File: config.mk
export PLATFORM = sky130hd
export DESIGN_NAME = exec_mem_unit
export DESIGN_NICKNAME = d
export VERILOG_FILES = /design/src/rtl/exec_pkg.sv /design/src/rtl/alu8.sv /design/src/rtl/barrel_shift8.sv /design/src/rtl/data_mem256.sv /design/src/rtl/exec_mem_unit.sv
export SDC_FILE = /design/constraint.sdc
export NUM_CORES = 2
export LEC_CHECK = 0
export BUFFER_PORTS_ARGS = -buffer_cell sky130_fd_sc_hd__clkbuf_2
export CAP_MARGIN = 30
export CORE_UTILIZATION = 23
export CTS_CLUSTER_DIAMETER = 120
export DETAILED_ROUTE_END_ITERATION = 16
export PLACE_DENSITY_LB_ADDON = 0.25
export SYNTH_ARGS = -nofsm -noshare
export SYNTH_HDL_FRONTEND = slang
export SYNTH_HIERARCHICAL = 1
export SYNTH_SLANG_ARGS = --single-unit
File: constraint.sdc
create_clock -name clk -period 177.5 [get_ports clk]
set_input_delay 17.75 -clock clk [delete_from_list [all_inputs] [get_ports clk]]
set_output_delay 17.75 -clock clk [all_outputs]
set_load 0.005 [all_outputs]
File: src/rtl/exec_pkg.sv
// Shared constants and encodings for the execute/memory core.
package exec_pkg;

    localparam int DATA_W    = 8;
    localparam int ADDR_W    = 8;
    localparam int MEM_DEPTH = 1 << ADDR_W;

    // ALU operation encodings as driven on alu_op
    typedef enum logic [2:0] {
        ALU_ADD    = 3'b000,
        ALU_SUB    = 3'b001,
        ALU_AND    = 3'b010,
        ALU_OR     = 3'b011,
        ALU_XOR    = 3'b100,
        ALU_PASS_B = 3'b101,
        ALU_NOT_A  = 3'b110,
        ALU_RSV    = 3'b111
    } alu_op_e;

    // Shifter direction and mode encodings
    localparam logic SHIFT_LEFT    = 1'b0;
    localparam logic SHIFT_RIGHT   = 1'b1;
    localparam logic SHIFT_ROTATE  = 1'b0;
    localparam logic SHIFT_LOGICAL = 1'b1;

endpackage

File: src/rtl/alu8.sv
// 8-bit combinational ALU with carry/borrow out and zero detect.
module alu8
    import exec_pkg::*;
(
    input  logic [2:0]        i_op,
    input  logic [DATA_W-1:0] i_a,
    input  logic [DATA_W-1:0] i_b,
    input  logic              i_cin,
    output logic [DATA_W-1:0] o_out,
    output logic              o_co,
    output logic              o_z
);

    logic [DATA_W:0] w_wide;
    logic [DATA_W:0] w_cin_ext;

    assign w_cin_ext = {{DATA_W{1'b0}}, i_cin};

    // Result is computed one bit wider so bit DATA_W carries the carry
    // (ADD) or the borrow (SUB, wraps to 1 whenever A < B + cin).
    always_comb begin
        w_wide = '0;
        case (alu_op_e'(i_op))
            ALU_ADD:    w_wide = {1'b0, i_a} + {1'b0, i_b} + w_cin_ext;
            ALU_SUB:    w_wide = {1'b0, i_a} - {1'b0, i_b} - w_cin_ext;
            ALU_AND:    w_wide = {1'b0, i_a & i_b};
            ALU_OR:     w_wide = {1'b0, i_a | i_b};
            ALU_XOR:    w_wide = {1'b0, i_a ^ i_b};
            ALU_PASS_B: w_wide = {1'b0, i_b};
            ALU_NOT_A:  w_wide = {1'b0, ~i_a};
            default:    w_wide = '0;
        endcase
    end

    assign o_out = w_wide[DATA_W-1:0];
    assign o_co  = w_wide[DATA_W];
    assign o_z   = (o_out == '0);

endmodule

File: src/rtl/barrel_shift8.sv
// 8-bit combinational barrel shifter: logical shift or rotate, either way.
module barrel_shift8
    import exec_pkg::*;
(
    input  logic [DATA_W-1:0] i_data,
    input  logic [2:0]        i_count,
    input  logic              i_dir,
    input  logic              i_logical,
    output logic [DATA_W-1:0] o_out,
    output logic              o_c,
    output logic              o_z
);

    // Double-width views: the bit shifted just past the word edge lands in
    // the adjacent half, which gives the logical-shift carry for free.
    logic [2*DATA_W-1:0] w_lsl;
    logic [2*DATA_W-1:0] w_lsr;
    logic [2*DATA_W-1:0] w_rol;
    logic [2*DATA_W-1:0] w_ror;

    assign w_lsl = {{DATA_W{1'b0}}, i_data} << i_count;
    assign w_lsr = {i_data, {DATA_W{1'b0}}} >> i_count;
    assign w_rol = {i_data, i_data} << i_count;
    assign w_ror = {i_data, i_data} >> i_count;

    // Select result and carry; a zero count never produces a carry.
    always_comb begin
        o_out = i_data;
        o_c   = 1'b0;
        if (i_logical == SHIFT_LOGICAL) begin
            if (i_dir == SHIFT_RIGHT) begin
                o_out = w_lsr[2*DATA_W-1:DATA_W];
                o_c   = w_lsr[DATA_W-1];
            end else begin
                o_out = w_lsl[DATA_W-1:0];
                o_c   = w_lsl[DATA_W];
            end
        end else begin
            if (i_dir == SHIFT_RIGHT) begin
                o_out = w_ror[DATA_W-1:0];
                o_c   = (i_count != 3'd0) && o_out[DATA_W-1];
            end else begin
                o_out = w_rol[2*DATA_W-1:DATA_W];
                o_c   = (i_count != 3'd0) && o_out[0];
            end
        end
    end

    assign o_z = (o_out == '0);

endmodule

File: src/rtl/data_mem256.sv
// 256x8 data memory: synchronous write, asynchronous read, cleared on reset.
module data_mem256
    import exec_pkg::*;
(
    input  logic              i_clk,
    input  logic              i_rst,
    input  logic              i_we,
    input  logic [ADDR_W-1:0] i_addr,
    input  logic [DATA_W-1:0] i_wdata,
    output logic [DATA_W-1:0] o_rdata
);

    // Flop-based storage: the whole array must clear while reset is held,
    // which a block RAM cannot do.
    logic [DATA_W-1:0] r_mem [MEM_DEPTH];

    // Clear every word on reset, otherwise write the addressed word.
    always_ff @(posedge i_clk or posedge i_rst) begin
        if (i_rst) begin
            for (int i = 0; i < MEM_DEPTH; i++) begin
                r_mem[i] <= '0;
            end
        end else if (i_we) begin
            r_mem[i_addr] <= i_wdata;
        end
    end

    // Read-before-write on a shared address falls out of the async read.
    assign o_rdata = r_mem[i_addr];

endmodule

File: src/rtl/exec_mem_unit.sv
// Execute/memory core: ALU, barrel shifter, data memory and C/Z flags.
module exec_mem_unit #(
    parameter int DATA_W = exec_pkg::DATA_W,
    parameter int ADDR_W = exec_pkg::ADDR_W
) (
    input  logic              clk,
    input  logic              reset,
    input  logic [2:0]        alu_op,
    input  logic [DATA_W-1:0] alu_a,
    input  logic [DATA_W-1:0] alu_b,
    input  logic              alu_use_carry,
    output logic [DATA_W-1:0] alu_out,
    input  logic [DATA_W-1:0] shift_data,
    input  logic [2:0]        shift_count,
    input  logic              shift_dir,
    input  logic              shift_ro_bar,
    output logic [DATA_W-1:0] shift_out,
    input  logic              select_c,
    input  logic              select_z,
    input  logic              write_c,
    input  logic              write_z,
    input  logic              mem_write,
    input  logic [ADDR_W-1:0] mem_addr,
    input  logic [DATA_W-1:0] mem_wdata,
    output logic [DATA_W-1:0] mem_rdata,
    output logic              C,
    output logic              Z
);

    logic r_c;
    logic r_z;
    logic w_alu_co;
    logic w_alu_z;
    logic w_sh_c;
    logic w_sh_z;
    logic w_cin;

    // Carry-in comes from the registered flag only: no same-cycle bypass.
    assign w_cin = alu_use_carry & r_c;

    alu8 u_alu (
        .i_op  (alu_op),
        .i_a   (alu_a),
        .i_b   (alu_b),
        .i_cin (w_cin),
        .o_out (alu_out),
        .o_co  (w_alu_co),
        .o_z   (w_alu_z)
    );

    barrel_shift8 u_shift (
        .i_data    (shift_data),
        .i_count   (shift_count),
        .i_dir     (shift_dir),
        .i_logical (shift_ro_bar),
        .o_out     (shift_out),
        .o_c       (w_sh_c),
        .o_z       (w_sh_z)
    );

    data_mem256 u_mem (
        .i_clk   (clk),
        .i_rst   (reset),
        .i_we    (mem_write),
        .i_addr  (mem_addr),
        .i_wdata (mem_wdata),
        .o_rdata (mem_rdata)
    );

    // Independent C and Z updates; each flag holds unless its write is set.
    always_ff @(posedge clk or posedge reset) begin
        if (reset) begin
            r_c <= 1'b0;
            r_z <= 1'b0;
        end else begin
            if (write_c) r_c <= select_c ? w_sh_c : w_alu_co;
            if (write_z) r_z <= select_z ? w_sh_z : w_alu_z;
        end
    end

    assign C = r_c;
    assign Z = r_z;

endmodule

Word level (Yosys, flattened, before mapping)
Index checks and enable logic that the tools add are counted.

Register bits: 2050. Input bits: 56. Output and inout port bits: 26. Logic and storage cells: 302.

$add $sub $neg: 4. Magnitude comparators: 2. Equality and inequality tests: 6. Shift-type cells: 4. Muxes and demuxes: 15. Bitwise operators: 6. Reductions and logical operators: 7.

Operators with widths (number): bitwise mux 2048 bit (1); binary-select mux 8 bit (select 8 bit) (1); demux 8 bit (select 8 bit) (1); case mux 9 bit (7 select lines) (1); 2-to-1 mux 8 bit (6); logical NOT 8 bit (2); << shifter 16 x 3 -> 16 bit (1); right shift 16 x 3 -> 16 bit (1); right shift 16 x 3 -> 8 bit (1); adder 8 x 8 -> 9 bit (1); adder 9 x 1 -> 9 bit (1); equality test 3 bit, second input constant (3); greater-or-equal comparator 9 bit, second input constant (1); less-than comparator 9 x 1 -> 1 bit, second input constant (1); inverter 8 -> 9 bit (1); << shifter 8 x 3 -> 9 bit (1); subtractor 8 x 8 -> 9 bit (1); subtractor 9 x 1 -> 9 bit (1); bitwise AND 8 bit (1); inverter 8 bit (1); OR 8 bit (1); bitwise XOR 8 bit (1); equality test 3 x 2 -> 1 bit, second input constant (2); 2-to-1 mux 1 bit (5); other kinds (5) (7).

Logic depth before layout (Yosys ltp)
Word-level depth: 6. Mapped depth: 12. Gate-level depth less buffers: 12.

Cells and area by module
Netlist, hierarchy kept.

By module, submodules not included: data_mem256 (instances 1, cells an instance 5831, area an instance 92871.6 sq um, seq. area each 51249.2 sq um); alu8 (instances 1, cells an instance 195, area an instance 1420.1 sq um, seq. area each 0.0 sq um); barrel_shift8 (instances 1, cells an instance 149, area an instance 1066.0 sq um, seq. area each 0.0 sq um); exec_mem_unit (instances 1, cells an instance 10, area an instance 97.6 sq um, seq. area each 50.0 sq um).

Worst setup path after synthesis
OpenSTA, ideal clock, no wires.

Path type: input -> output. Start: in mem_addr[1]. End: out mem_rdata[0]. Arrival: 19592 ps. Required time: 159750 ps. Path slack: 140158 ps. Cell stages on the path: 8. Buffers on the path: 3. Cell sequence: buf_2 > clkbuf_1 > clkbuf_1 > mux4_2 > a22oi_1 > a21oi_1 > o41ai_1 > nand4_1.

Longest elaborated chain between the ends: 4.

Ends and longest elaborated chain: from (decl) (line exec_mem_unit.sv:23) `input logic [ADDR_W-1:0] mem_addr,`; inverter 8 -> 9 bit (implied by the code) (line data_mem256.sv:29) `assign o_rdata = r_mem[i_addr];`; binary-select mux 8 bit (select 8 bit) (line data_mem256.sv:29); 2-to-1 mux 8 bit (implied by the code) (2 in series) (line data_mem256.sv:29); to (decl) (line exec_mem_unit.sv:25) `output logic [DATA_W-1:0] mem_rdata,`.

Every way passes these cells. The select of a mux whose other input is x is not followed.

Final worst setup path
Start: in mem_addr[0]. End: out mem_rdata[6].

The elaborated chain is that of the path after synthesis.

==> impl_metrics.yaml <==
die:
  fp.dieArea_um2: 418000
  initial_core_util: 0.231
  row_count: 236
  core_area_um2: 413000
  io_pins: 82
  die-height_um: 646
  die_w_um: 646
synthesis:
  synth_top_area_frac: 0.537
  synth_fp_nets: 6275
  synthTopCellsByArea: "dfrtp_1, mux2_2, mux4_2"
  syn_area_um2: 95500
  yosysUniqueCellTypes: 75
  synth_area_leader_cell: "dfrtp_1"
  synth_seq_cells: 2050
  synth_edf_count: 0
  yosysSeqAreaShare: 0.537
  avgSynthCellArea_um2: 15.4
  yosys_warnings: 6
  syn_inst: 6185
  synthArstFlopShare: 1.00
  yosys_most_used_dff: "dfrtp_1"
clocking:
  clock_latency_ns: 0.85
  cts_buffers: 227
  post_cts_buffers: 0
  clock-sinks: 2050
  tritoncts: "built"
  cts_max_level: 4
  cts_root_buffer: "clkbuf_16"
  cts_resized: 0
  clk_path_buf_depth: 4
  path_clk_slew_ns: 0.06
  holdBufCountCts: 0
global_routing:
  grt_usage: 0.135
  grt_max_degree: 174
  grt-ovfl-total: 0
  grt_pass1_wl_mm: 426
  antenna_found_initial: 6
  grt_pass1_vias: 59300
timing:
  finalMaxSlewViolations: 0
  slew_headroom: 0.179
  setup-tns-final_ns: 0
  rsz0062_at_grt: "no"
  worst_slew_pin_slew_ns: 1.23
  finalClockSkew_ns: 0.0000597
  period_share: 0.235
  timing.hold.ws_ns: 0.480
  fin_ws_ns: 135.81
  final-hold-violation-count: 0
  timing.fmax_ghz: 0.0240
  fin_crit_ns: 41.69
  setup_viol: 0
finish:
  nNetsFinal: 6244
  syn2layout_area_growth_pct: 14.9
  fin_cells: 11800
  final_layout_size_suffix_gt1_frac: 0.466
routing:
  drc_errors: 0
  wl_per_cell_um: 24.1
  met2WireLength_mm: 143
  wl_mm: 285
  route.met3.wl_mm: 8.60
  firstDrtPassIters: 7
  detail_route.iter0.violations: 3384
  viasPerCell: 4.65
  antenna_left: 0
  dr_total_vias: 54900
  m1WireLength_mm: 126
  topRoutingLayerUsed: "met4"
power:
  powerDensity_nw_per_um2: 9.68
  power.leakage_nw: 49.6
  ir_drop_uv: 8.04
place:
  place_congestion: 0.766
  post-dp-hpwl_mm: 171
  numPortBuffers: 81
  pre_cts_ws_ns: 135.44
  dp.cells: 11400
critical_path:
  cp_max_fo: 86
  path_delay_family: "buffers and inverters"
  rrSetupSlack_ns: 174.08
  slowest_delay_ns: 0.77
  cp.required_ns: 159.75
  cp.arrival_ns: 23.94
  critPathKind: "input port to output port"
  crit_path_top_delay_cell: "o41ai_2"
  cpMostUsedCell: "buf_4"
  crit_buf_inv: 7
  path_cells: "buf_8 -> buf_12 -> buf_4 -> buf_4 -> buf_4 -> mux4_2 -> a22oi_1 -> a21oi_1 -> o41ai_2 -> buf_4 -> nand4_1 -> clkbuf_2"
  start_kind: "input port"
  cp-end-kind: "output port"
outcome:
  outcome: "complete, no violations"
run:
  cap_violations: 0
min_path:
  hold_class: "flip-flop to flip-flop"
-- kinds of logic after synthesis --
group                    count (synthesis)  synth area share
XOR/XNOR                                12           0.00110
flip-flops                            2050             0.537
adder cells (fa/ha/maj)                 34           0.00477
AO/OA/AOI/OAI                          518            0.0373
multiplexers                          2596             0.367
buffers and inverters                  524            0.0247
AND/OR/NAND/NOR                        451            0.0277
-- power breakdown --
group          internal [mW]  total [mW]  switching (mW)  leakage (nW)
Combinational         0.0370      0.0867          0.0497          17.7
Sequential             0.490       0.501          0.0109          28.3
Clock                  0.277       0.474           0.198          3.65
-- area by class of cell --
type,count,area [µm²]
Antenna cell,7,17.5
Clock buffer,341,6640
Clock inverter,62,724
Fill cell,41800,303000
Inverter,39,154
Multi-Input combinational cell,3611,42000
Sequential cell,2050,51300
Tap cell,5474,6850
Timing Repair Buffer,225,2040
-- sequential cells by signal, indices dropped and copies added (netlist names) --
signal	count
u_mem/r_mem	2048
Z	1
C	1
-- through the flow --
stage	area [µm²]	power, mW	util
finish	110000	1.06	0.266
global route	110000	1.11	0.266
CTS	109000	1.08	0.265
detailed placement	102000	0.597	0.247
global placement	102000	0.593	0.246
floorplan	95500	0.570	-
-- metal layers --
| layer | track usage | vias up |
|---|---|---|
| li1 | - | 23200 |
| met1 | 0.178 | 30400 |
| met2 | 0.233 | 901 |
| met3 | 0.0167 | 416 |
| met4 | 0.0366 | 0 |
| met5 | 0 | - |
-- layout by cell type (no fill, tap or decap), types with 38 or more instances in the layout --
| cell | instances |
|---|---|
| clkbuf_1 | 62 |
| clkbuf_16 | 228 |
| mux4_2 | 517 |
| dfrtp_1 | 2050 |
| nor2_1 | 55 |
| buf_4 | 103 |
| nand2_1 | 74 |
| mux2_1 | 437 |
| nor2_2 | 137 |
| a21oi_1 | 146 |
| clkbuf_8 | 51 |
| clkbuf_2 | 71 |
| mux2_2 | 1614 |
| a22oi_1 | 257 |
| nand2_2 | 53 |
| nor2_4 | 38 |
-- cells in the mapped netlist (5+ instances only) --
cell type,number
dfrtp_1,2050
mux2_2,1614
mux4_2,517
mux2_1,437
clkbuf_1,325
a22oi_1,257
a21oi_1,146
nor2_2,141
nand2_1,87
buf_2,75
nor2_1,56
nand2_2,40
inv_1,38
buf_1,36
nor2_4,33
o41ai_1,33
ha_1,30
buf_6,28
mux2i_1,26
buf_4,19
nand2b_1,18
nor3_1,18
o21ai_0,18
nor2b_1,12
nand4_1,9
xnor2_1,9
nand3_1,8
a211oi_1,7
a31oi_1,7
nor4_1,6
o22ai_1,6
a311oi_1,5
-- worst paths after layout --
kind | to | start | cells after the start
worst max-delay path | mem_rdata[6] | mem_addr[0] | 12
worst min-delay path | u_mem/r_mem[1382] | u_mem/r_mem[1382] | 1
worst max register to register | Z | C | 12
worst min register to register | u_mem/r_mem[1382] | u_mem/r_mem[1382] | 1
max in group asynchronous | u_mem/r_mem[108] | reset | 8
min in group asynchronous | Z | reset | 2
No activity file was read; power rests on OpenSTA's default activity.
